[src/rtl/grid_frame_scanner_pkg.sv]
// Shared types for the grid frame scanner: object codes and scan FSM states.
package grid_pkg;

  // Bit index in obj_req is code-1, so HEAD wins the priority encode.
  typedef enum logic [2:0] {
    EMPTY  = 3'd0,
    BORDER = 3'd1,
    APPLE  = 3'd2,
    BODY   = 3'd3,
    HEAD   = 3'd4
  } obj_code_t;

  typedef enum logic [1:0] {
    IDLE,
    SCAN,
    WAIT_CMD,
    FRAME_END
  } scan_state_t;

endpackage

[src/rtl/grid_frame_scanner_if.sv]
// Scanner <-> game-state / command-engine signal bundle.
// GRID_DIFF_COUNT_EN adds the per-frame diff_count output.
interface grid_frame_scanner_if #(
  parameter int unsigned GRID_W  = 16,
  parameter int unsigned GRID_H  = 12,
  parameter int unsigned NUM_OBJ = 4,
  parameter int unsigned X_W     = $clog2(GRID_W),
  parameter int unsigned Y_W     = $clog2(GRID_H),
  parameter int unsigned CODE_W  = $clog2(NUM_OBJ + 1)
);
`ifdef GRID_DIFF_COUNT_EN
  localparam int unsigned DC_W = $clog2(GRID_W * GRID_H + 1);
  logic [DC_W-1:0]   diff_count;
`endif
  logic [NUM_OBJ-1:0] obj_req;
  logic               frame_start;
  logic               full_redraw;
  logic               clear_map;
  logic               cmd_done;
  logic [X_W-1:0]     x;
  logic [Y_W-1:0]     y;
  logic [CODE_W-1:0]  obj_code;
  logic               diff;
  logic               init_cycle;
  logic               busy;
  logic               frame_done;

  modport master (
    input  obj_req, frame_start, full_redraw, clear_map, cmd_done,
`ifdef GRID_DIFF_COUNT_EN
    output diff_count,
`endif
    output x, y, obj_code, diff, init_cycle, busy, frame_done
  );

  modport slave (
    output obj_req, frame_start, full_redraw, clear_map, cmd_done,
`ifdef GRID_DIFF_COUNT_EN
    input  diff_count,
`endif
    input  x, y, obj_code, diff, init_cycle, busy, frame_done
  );

endinterface

[src/rtl/grid_frame_scanner_map_ram.sv]
// Previous-frame object map: async read, sync write, address y*GRID_W+x.
module grid_map_ram #(
  parameter int unsigned GRID_W = 16,
  parameter int unsigned GRID_H = 12,
  parameter int unsigned CODE_W = 3,
  parameter int unsigned X_W    = $clog2(GRID_W),
  parameter int unsigned Y_W    = $clog2(GRID_H)
) (
  input  logic              clk,
  input  logic              nrst,
  input  logic              we,
  input  logic [X_W-1:0]    x,
  input  logic [Y_W-1:0]    y,
  input  logic [CODE_W-1:0] wdata,
  output logic [CODE_W-1:0] rdata
);
  localparam int unsigned DEPTH = GRID_W * GRID_H;
  localparam int unsigned A_W   = $clog2(DEPTH);

  logic [CODE_W-1:0] mem [DEPTH];
  logic [A_W-1:0]    addr_c;

  assign addr_c = A_W'(y) * A_W'(GRID_W) + A_W'(x);
  assign rdata  = mem[addr_c];

  always_ff @(posedge clk or negedge nrst) begin
    if (!nrst) begin
      for (int unsigned i = 0; i < DEPTH; i++) mem[i] <= '0;
    end else if (we) begin
      mem[addr_c] <= wdata;
    end
  end

endmodule

[src/rtl/grid_frame_scanner.sv]
// Raster-scans the tile grid and requests a draw for each changed cell.
// GRID_DIFF_COUNT_EN adds a per-frame count of issued diffs.
module grid_frame_scanner
  import grid_pkg::*;
#(
  parameter int unsigned GRID_W  = 16,
  parameter int unsigned GRID_H  = 12,
  parameter int unsigned NUM_OBJ = 4,
  parameter int unsigned X_W     = $clog2(GRID_W),
  parameter int unsigned Y_W     = $clog2(GRID_H),
  parameter int unsigned CODE_W  = $clog2(NUM_OBJ + 1)
) (
  input  logic                 clk,
  input  logic                 nrst,
  grid_frame_scanner_if.master bus
);
  scan_state_t       state;
  logic              redraw_all;
  logic [CODE_W-1:0] code_c;
  logic [CODE_W-1:0] map_rd_c;
  logic              need_draw_c;
  logic              map_we_c;
  logic              x_end_c;
  logic              last_cell_c;
  logic              advance_c;
  logic [X_W-1:0]    next_x_c;
  logic [Y_W-1:0]    next_y_c;

  // Priority encode: the highest set request bit overrides lower ones.
  always_comb begin
    code_c = '0;
    for (int unsigned i = 0; i < NUM_OBJ; i++) begin
      if (bus.obj_req[i]) code_c = CODE_W'(i + 1);
    end
  end

  always_comb begin
    need_draw_c = (code_c != map_rd_c) || redraw_all;
    map_we_c    = (state == SCAN) && need_draw_c && !bus.clear_map;
    x_end_c     = (bus.x == X_W'(GRID_W - 1));
    last_cell_c = x_end_c && (bus.y == Y_W'(GRID_H - 1));
    advance_c   = ((state == SCAN) && !need_draw_c) ||
                  ((state == WAIT_CMD) && bus.cmd_done);
    next_x_c    = x_end_c ? '0 : bus.x + X_W'(1);
    next_y_c    = x_end_c ? bus.y + Y_W'(1) : bus.y;
  end

  grid_map_ram #(
    .GRID_W (GRID_W),
    .GRID_H (GRID_H),
    .CODE_W (CODE_W),
    .X_W    (X_W),
    .Y_W    (Y_W)
  ) u_map (
    .clk   (clk),
    .nrst  (nrst),
    .we    (map_we_c),
    .x     (bus.x),
    .y     (bus.y),
    .wdata (code_c),
    .rdata (map_rd_c)
  );

  always_ff @(posedge clk or negedge nrst) begin
    if (!nrst) begin
      state          <= IDLE;
      redraw_all     <= 1'b0;
      bus.x          <= '0;
      bus.y          <= '0;
      bus.obj_code   <= '0;
      bus.diff       <= 1'b0;
      bus.init_cycle <= 1'b1;
      bus.busy       <= 1'b0;
      bus.frame_done <= 1'b0;
`ifdef GRID_DIFF_COUNT_EN
      bus.diff_count <= '0;
`endif
    end else if (bus.clear_map) begin
      // Abort: the forced init frame repaints every cell, so the map is left as is.
      state          <= IDLE;
      bus.x          <= '0;
      bus.y          <= '0;
      bus.diff       <= 1'b0;
      bus.init_cycle <= 1'b1;
      bus.busy       <= 1'b0;
      bus.frame_done <= 1'b0;
    end else begin
      case (state)
        IDLE: begin
          bus.frame_done <= 1'b0;
          bus.x          <= '0;
          bus.y          <= '0;
          if (bus.frame_start) begin
            state      <= SCAN;
            bus.busy   <= 1'b1;
            redraw_all <= bus.init_cycle | bus.full_redraw;
`ifdef GRID_DIFF_COUNT_EN
            bus.diff_count <= '0;
`endif
          end
        end
        SCAN: begin
          if (need_draw_c) begin
            state        <= WAIT_CMD;
            bus.obj_code <= code_c;
            bus.diff     <= 1'b1;
`ifdef GRID_DIFF_COUNT_EN
            bus.diff_count <= bus.diff_count + 1'b1;
`endif
          end
        end
        WAIT_CMD: begin
          if (bus.cmd_done) bus.diff <= 1'b0;
        end
        FRAME_END: begin
          state          <= IDLE;
          bus.frame_done <= 1'b0;
        end
        default: state <= IDLE;
      endcase

      // Step to the next cell; the final cell closes the frame.
      if (advance_c) begin
        if (last_cell_c) begin
          state          <= FRAME_END;
          bus.frame_done <= 1'b1;
          bus.init_cycle <= 1'b0;
          bus.busy       <= 1'b0;
          bus.x          <= '0;
          bus.y          <= '0;
        end else begin
          state <= SCAN;
          bus.x <= next_x_c;
          bus.y <= next_y_c;
        end
      end
    end
  end

endmodule

[src/flat_wrapper.sv]
// flat-port wrapper written by rule: the top's interface ports become plain ports
module grid_frame_scanner_flat import grid_pkg::*;
#(
  parameter int unsigned GRID_W  = 16,
  parameter int unsigned GRID_H  = 12,
  parameter int unsigned NUM_OBJ = 4,
  parameter int unsigned X_W     = $clog2(GRID_W),
  parameter int unsigned Y_W     = $clog2(GRID_H),
  parameter int unsigned CODE_W  = $clog2(NUM_OBJ + 1)
)
  (clk, nrst, bus_obj_req, bus_frame_start, bus_full_redraw, bus_clear_map, bus_cmd_done, bus_x, bus_y, bus_obj_code, bus_diff, bus_init_cycle, bus_busy, bus_frame_done);
  grid_frame_scanner_if #(.GRID_W(GRID_W), .GRID_H(GRID_H), .NUM_OBJ(NUM_OBJ), .X_W(X_W), .Y_W(Y_W), .CODE_W(CODE_W)) bus_i ();
  input  logic clk;
  input  logic nrst;
  input wire logic [$bits(bus_i.obj_req)-1:0] bus_obj_req;
  input wire logic [$bits(bus_i.frame_start)-1:0] bus_frame_start;
  input wire logic [$bits(bus_i.full_redraw)-1:0] bus_full_redraw;
  input wire logic [$bits(bus_i.clear_map)-1:0] bus_clear_map;
  input wire logic [$bits(bus_i.cmd_done)-1:0] bus_cmd_done;
  output wire logic [$bits(bus_i.x)-1:0] bus_x;
  output wire logic [$bits(bus_i.y)-1:0] bus_y;
  output wire logic [$bits(bus_i.obj_code)-1:0] bus_obj_code;
  output wire logic [$bits(bus_i.diff)-1:0] bus_diff;
  output wire logic [$bits(bus_i.init_cycle)-1:0] bus_init_cycle;
  output wire logic [$bits(bus_i.busy)-1:0] bus_busy;
  output wire logic [$bits(bus_i.frame_done)-1:0] bus_frame_done;
  assign bus_i.obj_req = bus_obj_req;
  assign bus_i.frame_start = bus_frame_start;
  assign bus_i.full_redraw = bus_full_redraw;
  assign bus_i.clear_map = bus_clear_map;
  assign bus_i.cmd_done = bus_cmd_done;
  assign bus_x = bus_i.x;
  assign bus_y = bus_i.y;
  assign bus_obj_code = bus_i.obj_code;
  assign bus_diff = bus_i.diff;
  assign bus_init_cycle = bus_i.init_cycle;
  assign bus_busy = bus_i.busy;
  assign bus_frame_done = bus_i.frame_done;
  grid_frame_scanner #(.GRID_W(GRID_W), .GRID_H(GRID_H), .NUM_OBJ(NUM_OBJ), .X_W(X_W), .Y_W(Y_W), .CODE_W(CODE_W)) u_core (.clk(clk), .nrst(nrst), .bus(bus_i));
endmodule
[config.mk]
export PLATFORM = sky130hd
export DESIGN_NAME = grid_frame_scanner_flat
export DESIGN_NICKNAME = d
export VERILOG_FILES = /design/src/rtl/grid_frame_scanner_pkg.sv /design/src/rtl/grid_frame_scanner_if.sv /design/src/rtl/grid_frame_scanner_map_ram.sv /design/src/rtl/grid_frame_scanner.sv /design/src/flat_wrapper.sv
export SDC_FILE = /design/constraint.sdc
export NUM_CORES = 1
export LEC_CHECK = 0
export BUFFER_PORTS_ARGS = -buffer_cell sky130_fd_sc_hd__clkbuf_2
export CAP_MARGIN = 0
export CORE_MARGIN = 8
export CORE_UTILIZATION = 60
export CTS_CLUSTER_SIZE = 14
export DETAILED_ROUTE_END_ITERATION = 16
export MAX_ROUTING_LAYER = met4
export PLACE_DENSITY = 0.8
export SYNTH_ARGS = -nofsm -noshare
export SYNTH_HDL_FRONTEND = slang
export SYNTH_SLANG_ARGS = --single-unit
[constraint.sdc]
create_clock -name clk -period 6.5 [get_ports clk]
set_input_delay 1.625 -clock clk [delete_from_list [all_inputs] [get_ports clk]]
set_output_delay 1.625 -clock clk [all_outputs]
set_load 0.05 [all_outputs]
==> results.txt, run 1 <==
The kind of capture point of the worst setup path is a flip-flop. The area of the core came out at 48700 um^2. The number of pins exceeding their max-slew limit in the final report came out at 0. The most instantiated flip-flop cell in the synthesis netlist is sky130_fd_sc_hd__dfrtp_1. Data on the critical path arrives at its endpoint at 5.93 ns.

The die extent in y is 238 um. The count of unique library cells instantiated by Yosys came out at 67. The first-pass GRT wire length came out at 116000 um. The standard cell area after detailed placement is 30100 um^2.

The worst-path maximum fanout came out at 39. The TritonCTS clock tree is yes. The setup fix buffers added after clock tree synthesis came out at 0. The total negative slack for setup checks is 0 ns. The transition time at the pin with the least slew margin is 1.26 ns. The worst register-to-register path has a depth of 13. The count of clock tree sinks came out at 594.

Entering global routing, the biggest net connects 194 pins. The fraction of final layout cells with drive strength greater than 1 came out at 28.6%. The startpoint identified for the worst hold timing path is u_core.u_map.mem[133]. The net total in the final layout is 2078. The proportion of register bits with asynchronous set or reset after synthesis came out at 100%. The die covers 56600 um^2.

The number of hold buffers added after CTS was 0. The setup check on the worst reg-to-reg path leaves a slack of 1.07 ns. The period utilization is 83.6%. The global-route congestion overflow total is 0. The number of antenna violations at the first check in global routing came to 1.

The worst hold path belongs to the class reg -> reg. The maximum clock frequency came out at 184 MHz. The post-synth net total came out at 2126. In the routed layout, each cell is associated on average with a via count of 6.57. The mapped netlist covers 29500 um^2.

The class of the most critical setup path is reg -> reg. The final count of hold timing violations was 0. The run finished with clean final reports. The relative slew slack is 15.8%.

The number of search-and-repair iterations in the first detailed-routing pass came out at 7. The number of max-capacitance violations reported is 0. The number of nets with antenna violations after routing came out at 0. In this run the static leakage power is 15.0 nW. The area growth from synthesis to layout is 8.83%. The count of non-filler cells in the finished layout came out at 2768. The average wire per standard cell is 26.5 um.

The initial utilization of the core area, before any placement, comes to 60.6%. In this run, synthesis produced a sequential element count of 594. The final instance area came out at 32200 um^2.

The die width came out at 238 um. The part of the Yosys area used for sequential elements came out at 50.3%. The instance count of the mapped netlist is 2104. After clock tree synthesis, the clock-pin slew on the worst setup and hold paths is 0.07 ns. The number of H-tree levels came out at 2.

The worst hold slack is 0.482 ns. The detailed-placement wirelength estimate came out at 46400 um. The element type at the critical path start is a flip-flop. The required time of the critical path is 7.00 ns. The critical path launch point is u_core.bus.x[2]. The slowest stage of the critical path is the sky130_fd_sc_hd__nor2b_1 cell. The site row count is 81. Setup repair after global routing left no endpoint under its margin. The mean post-synth cell area came out at 14.0 um^2. The count of flip-flops with a built-in enable after synthesis is 0.

Global routing used 27.1% of the available tracks. Setup violations remaining at the end of the flow were counted as 0. The congestion estimate from routability-driven global placement came to 0.907.

Clock tree synthesis inserted a total of 60 buffers. Following the worst setup path forward leads to its endpoint at u_core.u_map.mem[479]. The DRC marker count from the first detailed-route iteration is 1754. The tree is rooted in a sky130_fd_sc_hd__clkbuf_16. The routed wire length came out at 73200 um. Across the VDD grid, the largest voltage drop is 253 uV. The signal on the critical path passes through nor2b_1 > buf_4 > a22oi_1 > nand4_1 > nand4_1 > a221o_1 > nor4_2 > mux2i_1 > o31a_4 > buf_12 > buf_12 > nand3_2 > mux2_1. The yosys synthesis warning count came out at 0.

The number of vias in the routed layout is 18200. In the routed design, unresolved DRC markers number 0. At the later pin of the worst-skew pair, clock insertion delay measures 0.63 ns. The count of buffers inserted at the top-level ports is 24. On the worst path, the slowest cell contributes a delay of 1.06 ns.

The maximum clock insertion buffer count is 3. The post-cts resize count is 0. The number of placed instances, taps included came out at 2658. The number of global-route vias before repair came out at 19400. The clock skew after layout came out at 0.0167 ns. The worst register-to-register path ends at u_core.u_map.mem[479]. The power density over the cells is 243 nW/um^2. The number of top-level design ports is 25. The final period demand of the worst path is 5.43 ns.

The worst register-to-register path begins at u_core.bus.x[2].
==> cells by family (layout without fill, tap and decap cells) <==
logic type	Yosys count	after routing	synth area share, %
simple gates	407	407	9.24
compound gates	127	127	3.14
fa+ha+maj	12	12	0.508
xor+xnor	4	4	0.119
flops	594	594	50.3
other cells	0	1	0
mux	773	773	33.5
buf+inv	187	186	3.20
==> state kept, by name, indices dropped and copies added (netlist names) <==
name and count:
u_core.u_map.mem 576, u_core.bus.x 4, u_core.bus.y 4, u_core.bus.obj_code 3, u_core.state 2, u_core.bus.busy 1, u_core.bus.diff 1, u_core.bus.frame_done 1
u_core.bus.init_cycle 1, u_core.redraw_all 1
==> area by class of cell <==
class,count,area [um^2]
Inverter,13,48.8
Antenna cell,1,2.50
Clock inverter,24,250
Sequential cell,594,14900
Tap cell,664,831
Fill cell,3411,16600
Timing Repair Buffer,64,583
Clock buffer,85,1780
Multi-Input combinational cell,1323,13800
==> worst max-delay path: cells and delay by family, from the launching register on <==
kind | cells | cell delay (ns)
AND/OR/NAND/NOR | 5 | 1.75
buffers and inverters | 3 | 0.83
multiplexers | 2 | 0.82
flip-flops | 1 | 0.83
AO/OA/AOI/OAI | 3 | 1.02
==> report_power, final <==
group / total, W / internal [W] / switching, W
clock network: 0.00356 / 0.00209 / 0.00147
registers: 0.00375 / 0.00372 / 0.0000242
logic: 0.000507 / 0.000127 / 0.000380
==> how the worst min path moves through the flow <==
stage                     cells after the start  slack [ns]                     to
after floorplan                               1        0.45  u_core.u_map.mem[135]
after global placement                        1        0.46  u_core.u_map.mem[252]
after detailed placement                      1        0.47  u_core.u_map.mem[439]
after CTS                                     1        0.49  u_core.u_map.mem[485]
after global routing                          1        0.49  u_core.u_map.mem[437]
final                                         1        0.48  u_core.u_map.mem[133]
==> routing by layer <==
layer	vias to the layer above	part of all wire (%)	global-route usage [%]
li1	7717	-	-
met2	676	47	41.6
met5	-	0	-
met1	9587	41	35.3
met4	0	4.3	10.6
met3	204	6.9	5.68
==> cell usage in the layout, fill, tap and decap left out, drive strengths merged, types with 31 or more instances in the layout <==
cell	n
dfrtp	593
mux2	582
nand3	172
mux4	114
clkbuf	107
nor2	85
mux2i	77
nand2	69
buf	42
and3	31
==> synth_stat cells, types with 21 or more instances <==
cell	count	share of area, %
sky130_fd_sc_hd__dfrtp_1	593	50
sky130_fd_sc_hd__mux2_1	434	17
sky130_fd_sc_hd__mux2_2	148	5.6
sky130_fd_sc_hd__nand3_2	145	4.9
sky130_fd_sc_hd__mux4_2	114	8.7
sky130_fd_sc_hd__clkbuf_1	94	1.2
sky130_fd_sc_hd__nor2_1	84	1.1
sky130_fd_sc_hd__mux2i_1	77	2.6
sky130_fd_sc_hd__nand2_1	69	0.88
sky130_fd_sc_hd__a22oi_1	27	0.69
sky130_fd_sc_hd__nand3_1	27	0.46
sky130_fd_sc_hd__a21oi_1	22	0.37
sky130_fd_sc_hd__buf_4	22	0.56
sky130_fd_sc_hd__and3_1	21	0.44
==> through the flow <==
| stage | worst slack, ns | total power, W | utilization [%] |
|---|---|---|---|
| 5_1_grt | 0.909 | 0.00804 | 66.0 |
| 4_1_cts | 1.17 | 0.00785 | 66.0 |
| 6_report | 1.07 | 0.00781 | 66.0 |
| 3_5_place_dp | 1.22 | 0.00432 | 61.8 |
| 3_3_place_gp | 1.31 | 0.00431 | 61.8 |
| 2_1_floorplan | 2.54 | 0.00413 | - |
Note: power is estimated with default switching activity, not from simulation.
==> inputs of run 2 (changes only) <==
--- a/config.mk
+++ b/config.mk
@@ -5,14 +5,15 @@
 export SDC_FILE = /design/constraint.sdc
 export NUM_CORES = 1
 export LEC_CHECK = 0
+export ABC_AREA = 1
 export BUFFER_PORTS_ARGS = -buffer_cell sky130_fd_sc_hd__clkbuf_2
 export CAP_MARGIN = 0
 export CORE_MARGIN = 8
-export CORE_UTILIZATION = 60
+export CORE_UTILIZATION = 58
 export CTS_CLUSTER_SIZE = 14
 export DETAILED_ROUTE_END_ITERATION = 16
 export MAX_ROUTING_LAYER = met4
-export PLACE_DENSITY = 0.8
+export PLACE_DENSITY = 0.81
 export SYNTH_ARGS = -nofsm -noshare
 export SYNTH_HDL_FRONTEND = slang
 export SYNTH_SLANG_ARGS = --single-unit
==> constraint.sdc (replaced) <==
create_clock -name clk -period 4.4 [get_ports clk]
set_input_delay 1.1 -clock clk [delete_from_list [all_inputs] [get_ports clk]]
set_output_delay 1.1 -clock clk [all_outputs]
set_load 0.05 [all_outputs]
==> run 2 against run 1 <==
Compared with the run above: sequential cell count unchanged; largest cell class unchanged; critical endpoint is now u_core.u_map.mem[318]; routed wire length up 9.1%; die area about the same; area after synthesis down 3.3%; sequential power up 49%; power up 61%; synthesized cell count up 83%; worst setup slack worse by 0.98 ns; register-to-register slack worse by 0.98 ns; via count up 40%; hold slack worse by 0.0047 ns.
==> results.txt, run 2 <==
The fraction of final layout cells with drive strength greater than 1 came to 5.89% (-23 points). The flow ran to the end, and the final reports show no timing, DRC or antenna violations. The worst setup path is launched from a flip-flop. The critical path depth in cells was 21 (+8).

The transition time at the pin with the least slew margin was 1.10 ns (-0.163 ns). In the layout the commonest cells are 1613 x sky130_fd_sc_hd__nand2_1, 635 x sky130_fd_sc_hd__o21ai_0, 591 x sky130_fd_sc_hd__dfrtp_1. The number of buffers and inverters on the critical path was 2 (-1). The number of vias in the routed layout was 25400 (+40%).

The area of the die is 56600 um^2 (about the same). The count of flip-flops with a built-in enable after synthesis came to 0 (unchanged). The critical path data arrival time is 4.76 ns (-1.17 ns).

The power density over the cells came to 401 nW/um^2 (+65%). The final period demand of the worst path is 4.31 ns (-1.12 ns). The part of the Yosys area used for sequential elements is 52.0% (+1.7 points).

The critical path launch point is u_core.bus.x[0]. The number of cells on the worst reg-to-reg path came out at 21 (+8). The flip-flop count of the largest register, all copies and words added is 576 (unchanged). The final worst setup slack is 0.0891 ns (-0.977 ns). The number of pins exceeding their max-slew limit in the final report came out at 0 (unchanged). The number of search-and-repair iterations in the first detailed-routing pass is 6 (-1). Setup repair after global routing could not meet its margin everywhere.

The peak supply drop is 301 uV (+19%). The overall routing resource usage is 29.0% (+1.9 points). The register clock-pin slew on the reported worst setup and hold paths came out at 0.06 ns (about the same). The worst-path maximum fanout came to 81 (+110%). The number of top-level design ports is 25 (unchanged). The number of max-capacitance violations reported came to 0 (unchanged).

The global-route congestion overflow total came to 0 (unchanged). The final-report setup violation count came out at 0 (unchanged). The DRC violation count after routing is 0 (unchanged). The cell at the slowest stage of the critical path is sky130_fd_sc_hd__nor2_2. The clock power share is 39.7% (-5.8 points).

The count of unique library cells instantiated by Yosys came to 29 (-57%). The final-layout fill cell count came out at 4130 (+21%). The depth of the worst hold-timing path is 2 (+1). The number of buffers inserted during clock tree synthesis came out at 59 (-1.7%). The initial standard-cell utilization of the core came to 58.6% (-2.0 points). The area of the core is 48700 um^2 (unchanged). The tree is rooted in a sky130_fd_sc_hd__clkbuf_16. The critical path ends at u_core.u_map.mem[318]. The relative slew slack came to 26.5% (+11 points).

The post-route total power is 0.0126 W (+61%). The largest net degree at the start of global routing came to 193 (-0.52%). The signed area change from the synthesized netlist to the final layout is 9.96%. The maximum clock frequency is 232 MHz (+26%). The largest registers in the layout are u_core.u_map.mem: 576 flops, u_core.bus.x: 4 flops, u_core.bus.y: 4 flops. The part of the power in registers came out at 44.4% (-3.6 points). sky130_fd_sc_hd__dfrtp_1 takes more of the synthesized area than any other cell. The fraction of the core area covered by cells at the end of the flow is 64.5% (-1.5 points). The average wire per standard cell came out at 17.7 um (-33%). The proportion of power drawn by combinational gates came out at 15.9% (+9.4 points). The instance count of the mapped netlist came out at 3849 (+83%). Among cell families on the critical path, the largest total delay comes from simple AND/OR/NAND/NOR gates. The die width came out at 238 um (about the same).

The class of the most critical setup path is reg -> reg. The switching share of power is 29.2% (+5.2 points). The number of H-tree levels came out at 2 (unchanged). The TritonCTS clock tree is yes. The detailed-placement wirelength estimate came to 47800 um (+3.1%).

The number of antenna violations at the first check in global routing is 1 (unchanged). The kind of path behind the tightest hold check is reg -> reg. The yosys synthesis warning count is 0 (unchanged). The highest cell delay on the worst timing path came out at 0.69 ns (-0.37 ns). The DRC marker count from the first detailed-route iteration is 3404 (+94%). The reported net switching power is 0.00368 W (+96%). The final instance area is 31400 um^2 (-2.3%). The clock network latency to the later pin of the worst-skew pair came out at 0.63 ns (about the same). The standard cell area after detailed placement is 29500 um^2 (-2.0%). The total area of multi-input combinational cells was 12000 um^2 (-13%). The post-synth net total came out at 3871 (+82%).

The final count of hold timing violations came to 0 (unchanged). The most used flip-flop cell after synthesis is sky130_fd_sc_hd__dfrtp_1. The number of nets with antenna violations after routing is 0 (unchanged). The most instantiated library cell after synthesis is sky130_fd_sc_hd__nand2_1. The flip-flop and latch count after synthesis is 594 (unchanged). The number of hold buffers added after cts came out at 0 (unchanged).

Leaving out fill and tap cells, the most frequent cell in the layout is sky130_fd_sc_hd__nand2_1. After synthesis, the most frequently instantiated cells are 1613 x sky130_fd_sc_hd__nand2_1, 635 x sky130_fd_sc_hd__o21ai_0, 593 x sky130_fd_sc_hd__dfrtp_1. The number of global-route vias before repair came out at 23900 (+23%). The top cell type's share of synthesized area is 51.9% (+1.7 points). The mean post-synth cell area came out at 7.43 um^2 (-47%). The routed wire length came out at 79900 um (+9.1%). The total standard cell area after synthesis came out at 28600 um^2 (-3.3%). STA classifies the critical path endpoint as a flip-flop.

In this run the critical register-to-register path is captured at u_core.u_map.mem[318]. The die extent in y came out at 238 um (about the same). The reported leakage power came out at 14.7 nW (-2.3%). The count of non-filler cells in the finished layout is 4518 (+63%). The proportion of register bits with asynchronous set or reset after synthesis came out at 100% (unchanged). The largest register by flop count is u_core.u_map.mem.

The clock skew after layout came to 0.0203 ns (+0.00361 ns). The period utilization came out at 98.0% (+14 points). The sequential cell area in the final layout was 14900 um^2 (about the same). The number of placed instances, taps included is 4410 (+66%). The maximum clock insertion buffer count came to 3 (unchanged).

The count of buffers inserted at the top-level ports is 24 (unchanged). The routability-driven placement congestion ratio is 0.899 (-0.86%). The first-pass GRT wire length is 129000 um (+11%). In the post-synthesis netlist, the biggest area contributors are sky130_fd_sc_hd__dfrtp_1 52%, sky130_fd_sc_hd__nand2_1 21%, sky130_fd_sc_hd__o21ai_0 11%.

The source of the worst register-to-register timing path is u_core.bus.x[0]. The count of clock tree sinks is 594 (unchanged). The register-to-register path setup slack came to 0.09 ns (-0.98 ns). The worst-case setup slack after placement came out at 0.178 ns (-1.04 ns).

The signal on the critical path passes through inv_8 > buf_4 > nand2_1 > nand3_1 > nand2_1 > nand2_1 > nand2_1 > nor2_1 > nor2_1 > nor2_1 > nand2_1 > nand2_1 > nand4_1 > nand2_1 > nor2_1 > nand2_1 > nand2_4 > nor2_2 > nand2_1 > nand2_1 > o21ai_0. Among the stages of the critical path, the cell type that occurs most often is sky130_fd_sc_hd__nand2_1. The cell internal power dissipation came out at 0.00891 W (+50%). The average vias per placed instance is 5.63 (-14%). The net total in the final layout came out at 3829 (+84%). The required time of the critical path came to 4.84 ns (-2.16 ns). The site row count came to 81 (unchanged).

The diode insertion count for antenna repair is 0 (-1).
==> run 2: how the worst min path moves through the flow <==
| stage | startpoint | to |
|---|---|---|
| after floorplan | u_core.u_map.mem[112] | u_core.u_map.mem[112] |
| after global placement | u_core.bus.init_cycle | u_core.bus.init_cycle |
| after detailed placement | u_core.u_map.mem[367] | u_core.u_map.mem[367] |
| after CTS | u_core.bus.init_cycle | u_core.bus.init_cycle |
| after global routing | u_core.u_map.mem[415] | u_core.u_map.mem[415] |
| final | u_core.bus.init_cycle | u_core.bus.init_cycle |
==> run 2: cell type report <==
| class | instances | area share [%] |
|---|---|---|
| multi-input combinational | 2821 | 38.1 |
| timing repair buffer | 102 | 2.99 |
| inverter | 229 | 2.82 |
| clock inverter | 21 | 0.569 |
| tap | 664 | 2.64 |
| sequential | 594 | 47.3 |
| clock buffer | 87 | 5.51 |
==> run 2: per-layer routing <==
layer	wire length [um]	track usage [%]	vias to the layer above
met5	0	-	-
met4	4120	14.1	0
met3	7900	5.93	241
met2	34500	42.3	1177
met1	33300	38.6	11900
li1	-	-	12100
==> run 2: power groups by stage <==
| stage | Combinational [W] | Clock (W) | Sequential [W] |
|---|---|---|---|
| after CTS | 0.00198 | 0.00505 | 0.00559 |
| final | 0.00201 | 0.00500 | 0.00559 |
| after global routing | 0.00223 | 0.00527 | 0.00559 |
| after detailed placement | 0.00197 | 0 | 0.00569 |
| after global placement | 0.00196 | 0 | 0.00568 |
| after floorplan | 0.00123 | 0 | 0.00574 |
==> run 2: metrics by stage <==
stage / setup TNS [ns] / hold slack, ns
after floorplan: 0 / 0.448
after global placement: 0 / 0.457
after detailed placement: 0 / 0.468
after CTS: 0 / 0.479
after global routing: -14.56 / 0.492
final: 0 / 0.477
==> run 2: kinds of logic (layout without fill, tap and decap cells) <==
logic type,Yosys count,count (layout),share of synthesized area [%]
AO/OA/AOI/OAI,747,747,13.1
buffers and inverters,434,439,6.15
adder cells (fa/ha/maj),12,12,0.525
XOR/XNOR,3,3,0.0919
flip-flops,594,594,52.0
AND/OR/NAND/NOR,2059,2059,28.1
==> run 2: worst register-to-register path, delay by kind of cell (launching register included) <==
kind | cells | cell delay, ns
AND/OR/NAND/NOR | 18 | 2.60
flip-flops | 1 | 0.56
AO/OA/AOI/OAI | 1 | 0.12
buffers and inverters | 2 | 0.84
==> run 2: what timing repair did <==
item | in CTS | in global routing
gates resized for setup | 0 | 3
setup buffers | 0 | 0
endpoints found under the setup margin | 0 | 192
==> inputs of run 3 (changes only) <==
--- a/config.mk
+++ b/config.mk
@@ -14,6 +14,7 @@
 export DETAILED_ROUTE_END_ITERATION = 16
 export MAX_ROUTING_LAYER = met4
 export PLACE_DENSITY = 0.81
+export SETUP_SLACK_MARGIN = 0.15
 export SYNTH_ARGS = -nofsm -noshare
 export SYNTH_HDL_FRONTEND = slang
 export SYNTH_SLANG_ARGS = --single-unit
==> run 3 against run 2 <==
Compared with the run above: cell area is 0.14% higher; first-iteration DRC count is 1.4% higher; critical path depth is 2 lower; power hardly changed; clock skew is 0.0011 ns lower; routed wire length is 0.15% lower; global-route usage hardly changed; sequential share of layout area is 0.068 points lower; maximum frequency is 7.1% higher; final cell count hardly changed.
==> results.txt, run 3 (synthesis results as in run 2) <==
The critical path is of the reg -> reg type. The register clock-pin slew on the reported worst setup and hold paths is 0.06 ns (about the same). The final period demand of the worst path came out at 4.02 ns (-0.288 ns). The power density over the cells came to 400 nW/um^2 (-0.14%). The routed wire length came to 79700 um (-0.15%).

The kind of path behind the tightest hold check is reg -> reg. The cell internal power dissipation came out at 0.00891 W (about the same). The startpoint identified for the worst hold timing path is u_core.bus.init_cycle.

The fraction of the core area covered by cells at the end of the flow is 64.6% (+0.092 points). The final-report setup violation count is 0 (unchanged). The flip-flop count of the largest register, all copies and words added came out at 576 (unchanged). The count of clock tree sinks is 594 (unchanged). The depth of the worst hold-timing path came out at 2 (unchanged).

The number of H-tree levels is 2 (unchanged). The average vias per placed instance is 5.62 (-0.14%). The number of antenna violations at the first check in global routing came out at 2 (+1). The number of buffers inserted during clock tree synthesis is 59 (unchanged).

STA classifies the critical path endpoint as a flip-flop. The die width is 238 um (unchanged). The peak supply drop was 301 uV (about the same). More flip-flops sit in one register than any other, and that register is u_core.u_map.mem. The DRC violation count after routing is 0 (unchanged). The initial standard-cell utilization of the core is 58.6% (unchanged).

The site row count is 81 (unchanged). The maximum clock frequency came out at 249 MHz (+7.1%). The worst register-to-register path begins at u_core.bus.x[3]. The area of the die was 56600 um^2 (unchanged). The critical path data arrival time came out at 4.47 ns (-0.29 ns). The required time of the critical path was 4.84 ns (about the same). The number of max-capacitance violations reported is 0 (unchanged).

The reg-to-reg endpoint is u_core.u_map.mem[318]. The clock network latency to the later pin of the worst-skew pair came out at 0.63 ns (about the same). The final count of hold timing violations is 0 (unchanged).

The number of pins exceeding their max-slew limit in the final report is 0 (unchanged). The die extent in y came to 238 um (unchanged). The reported leakage power came out at 14.7 nW (about the same). In the final layout, the registers with the most flip-flops are u_core.u_map.mem: 576 flops, u_core.bus.x: 4 flops, u_core.bus.y: 4 flops. The reported net switching power is 0.00368 W (about the same). Setup repair after global routing left no endpoint under its margin. The TritonCTS clock tree is yes.

The area of the core is 48700 um^2 (unchanged). The run finished with clean final reports. The worst-path maximum fanout came to 33 (-59%). The routability-driven placement congestion ratio is 0.899 (unchanged).

The top cell types in the final layout, fill and taps aside, are 1612 x sky130_fd_sc_hd__nand2_1, 635 x sky130_fd_sc_hd__o21ai_0, 591 x sky130_fd_sc_hd__dfrtp_1. The register-to-register path setup slack is 0.38 ns (+0.29 ns). The detailed-placement wirelength estimate is 47800 um (unchanged).

The relative slew slack is 28.2% (+1.6 points). The DRC marker count from the first detailed-route iteration is 3451 (+1.4%). The part of the power in registers came out at 44.4% (about the same). The total negative slack for setup checks came out at 0 ns (unchanged). The path with the worst hold slack has its endpoint at u_core.bus.init_cycle.

The net total in the final layout came out at 3830 (+0.026%). The number of nets with antenna violations after routing was 0 (unchanged). The maximum clock insertion buffer count came to 3 (unchanged). The global-route congestion overflow total came to 0 (unchanged). The number of vias in the routed layout came to 25400 (-0.098%). The overall routing resource usage is 29.0% (about the same).

The count of buffers inserted at the top-level ports came to 24 (unchanged). The clock skew after layout came to 0.0192 ns (-0.00110 ns). The most common cell after layout, fill and taps aside is sky130_fd_sc_hd__nand2_1. STA classifies the critical path startpoint as a flip-flop. The fraction of final layout cells with drive strength greater than 1 was 5.94% (+0.050 points). The first-pass GRT wire length is 129000 um (about the same). The average wire per standard cell is 17.6 um (-0.20%). The tree is rooted in a sky130_fd_sc_hd__clkbuf_16. The number of cells on the worst reg-to-reg path was 19 (-9.5%). The switching share of power was 29.2% (about the same). The number of search-and-repair iterations in the first detailed-routing pass is 6 (unchanged). The number of global-route vias before repair is 23900 (+0.033%).

The period utilization is 91.4% (-6.5 points). The largest net degree at the start of global routing came out at 193 (unchanged). The proportion of power drawn by combinational gates came out at 16.0% (about the same). The transition time at the pin with the least slew margin is 1.08 ns (-0.0206 ns). The number of top-level design ports is 25 (unchanged). The clock power share is 39.7% (about the same).

The signed area change from the synthesized netlist to the final layout came out at 10.1%.
-- run 3: changes by cell type in the layout (fill, tap and decap cells not counted) --
cell	change
sky130_fd_sc_hd__buf_12	+1
sky130_fd_sc_hd__clkinv_8	+1
sky130_fd_sc_hd__diode_2	+1
sky130_fd_sc_hd__inv_8	-1
sky130_fd_sc_hd__nand2_1	-1
sky130_fd_sc_hd__nand2_2	+1
sky130_fd_sc_hd__nor2_2	-3
sky130_fd_sc_hd__nor2_4	+3
-- run 3: final cells by class --
type	instances	area, um^2
Tap cell	664	831
Timing Repair Buffer	103	961
Clock inverter	21	179
Sequential cell	594	14900
Clock buffer	87	1730
Fill cell	4122	17300
Antenna cell	1	2.50
Multi-Input combinational cell	2821	12000
Inverter	229	892
-- run 3: worst max-delay path, stage by stage, from the launching register on --
cell	delay, ns
sky130_fd_sc_hd__dfrtp_1	0.55
sky130_fd_sc_hd__nand2_1	0.38
sky130_fd_sc_hd__inv_4	0.51
sky130_fd_sc_hd__nand2_1	0.15
sky130_fd_sc_hd__a21oi_1	0.18
sky130_fd_sc_hd__nor2_1	0.07
sky130_fd_sc_hd__nand2_1	0.10
sky130_fd_sc_hd__nand3_1	0.15
sky130_fd_sc_hd__nand2_1	0.10
sky130_fd_sc_hd__nand2_1	0.07
sky130_fd_sc_hd__nand3_1	0.10
sky130_fd_sc_hd__nand2_1	0.05
sky130_fd_sc_hd__nand2_1	0.07
sky130_fd_sc_hd__nor2_1	0.06
sky130_fd_sc_hd__nand2_1	0.10
sky130_fd_sc_hd__nand2_4	0.22
sky130_fd_sc_hd__nor2_4	0.47
sky130_fd_sc_hd__nand2_1	0.24
sky130_fd_sc_hd__nand2_1	0.13
sky130_fd_sc_hd__o21ai_0	0.11
-- run 3: worst max path at each step --
stage          slack [ns]       startpoint  cells after the start                     to
6_report             0.38  u_core.bus.x[3]                     19  u_core.u_map.mem[318]
5_1_grt              0.15  u_core.bus.x[0]                     22   u_core.u_map.mem[46]
4_1_cts              0.23  u_core.bus.x[0]                     21  u_core.u_map.mem[318]
3_5_place_dp         0.18  u_core.bus.x[3]                     19  u_core.u_map.mem[317]
3_3_place_gp         0.24  u_core.bus.x[3]                     19  u_core.u_map.mem[293]
2_1_floorplan        1.26  u_core.bus.x[1]                     22   u_core.u_map.mem[31]
-- run 3: power by group through the flow --
stage	logic, W	clock network [W]	registers [W]
4_1_cts	0.00198	0.00505	0.00559
3_3_place_gp	0.00196	0	0.00568
3_5_place_dp	0.00197	0	0.00569
5_1_grt	0.00223	0.00527	0.00559
6_report	0.00201	0.00500	0.00559
2_1_floorplan	0.00123	0	0.00574
-- run 3: metal layers --
| metal | vias up | global-route usage (%) | routed length (um) |
|---|---|---|---|
| met5 | - | - | 0 |
| met4 | 0 | 14.2 | 4040 |
| met3 | 234 | 6.24 | 7970 |
| met2 | 1178 | 42.3 | 34600 |
| met1 | 11900 | 38.4 | 33200 |
| li1 | 12100 | - | - |
-- run 3: through the flow --
stage	power (W)	std cells	cell area, um^2	setup slack, ns	hold WS [ns]
6_report	0.0126	4520	31500	0.377	0.476
5_1_grt	0.0131	4520	31500	0.151	0.492
4_1_cts	0.0126	4518	31400	0.230	0.479
3_5_place_dp	0.00765	4410	29500	0.178	0.468
3_3_place_gp	0.00764	4410	29500	0.241	0.457
2_1_floorplan	0.00697	3849	28600	1.26	0.448
-- run 3: repair_timing --
item | CTS | global route
hold buffers | 0 | 0
endpoints found under the hold margin | 0 | 0
endpoints found under the setup margin | 62 | 199
gates resized for setup | 1 | 6
pin swaps | 0 | 1
buffers inserted | 0 | 1
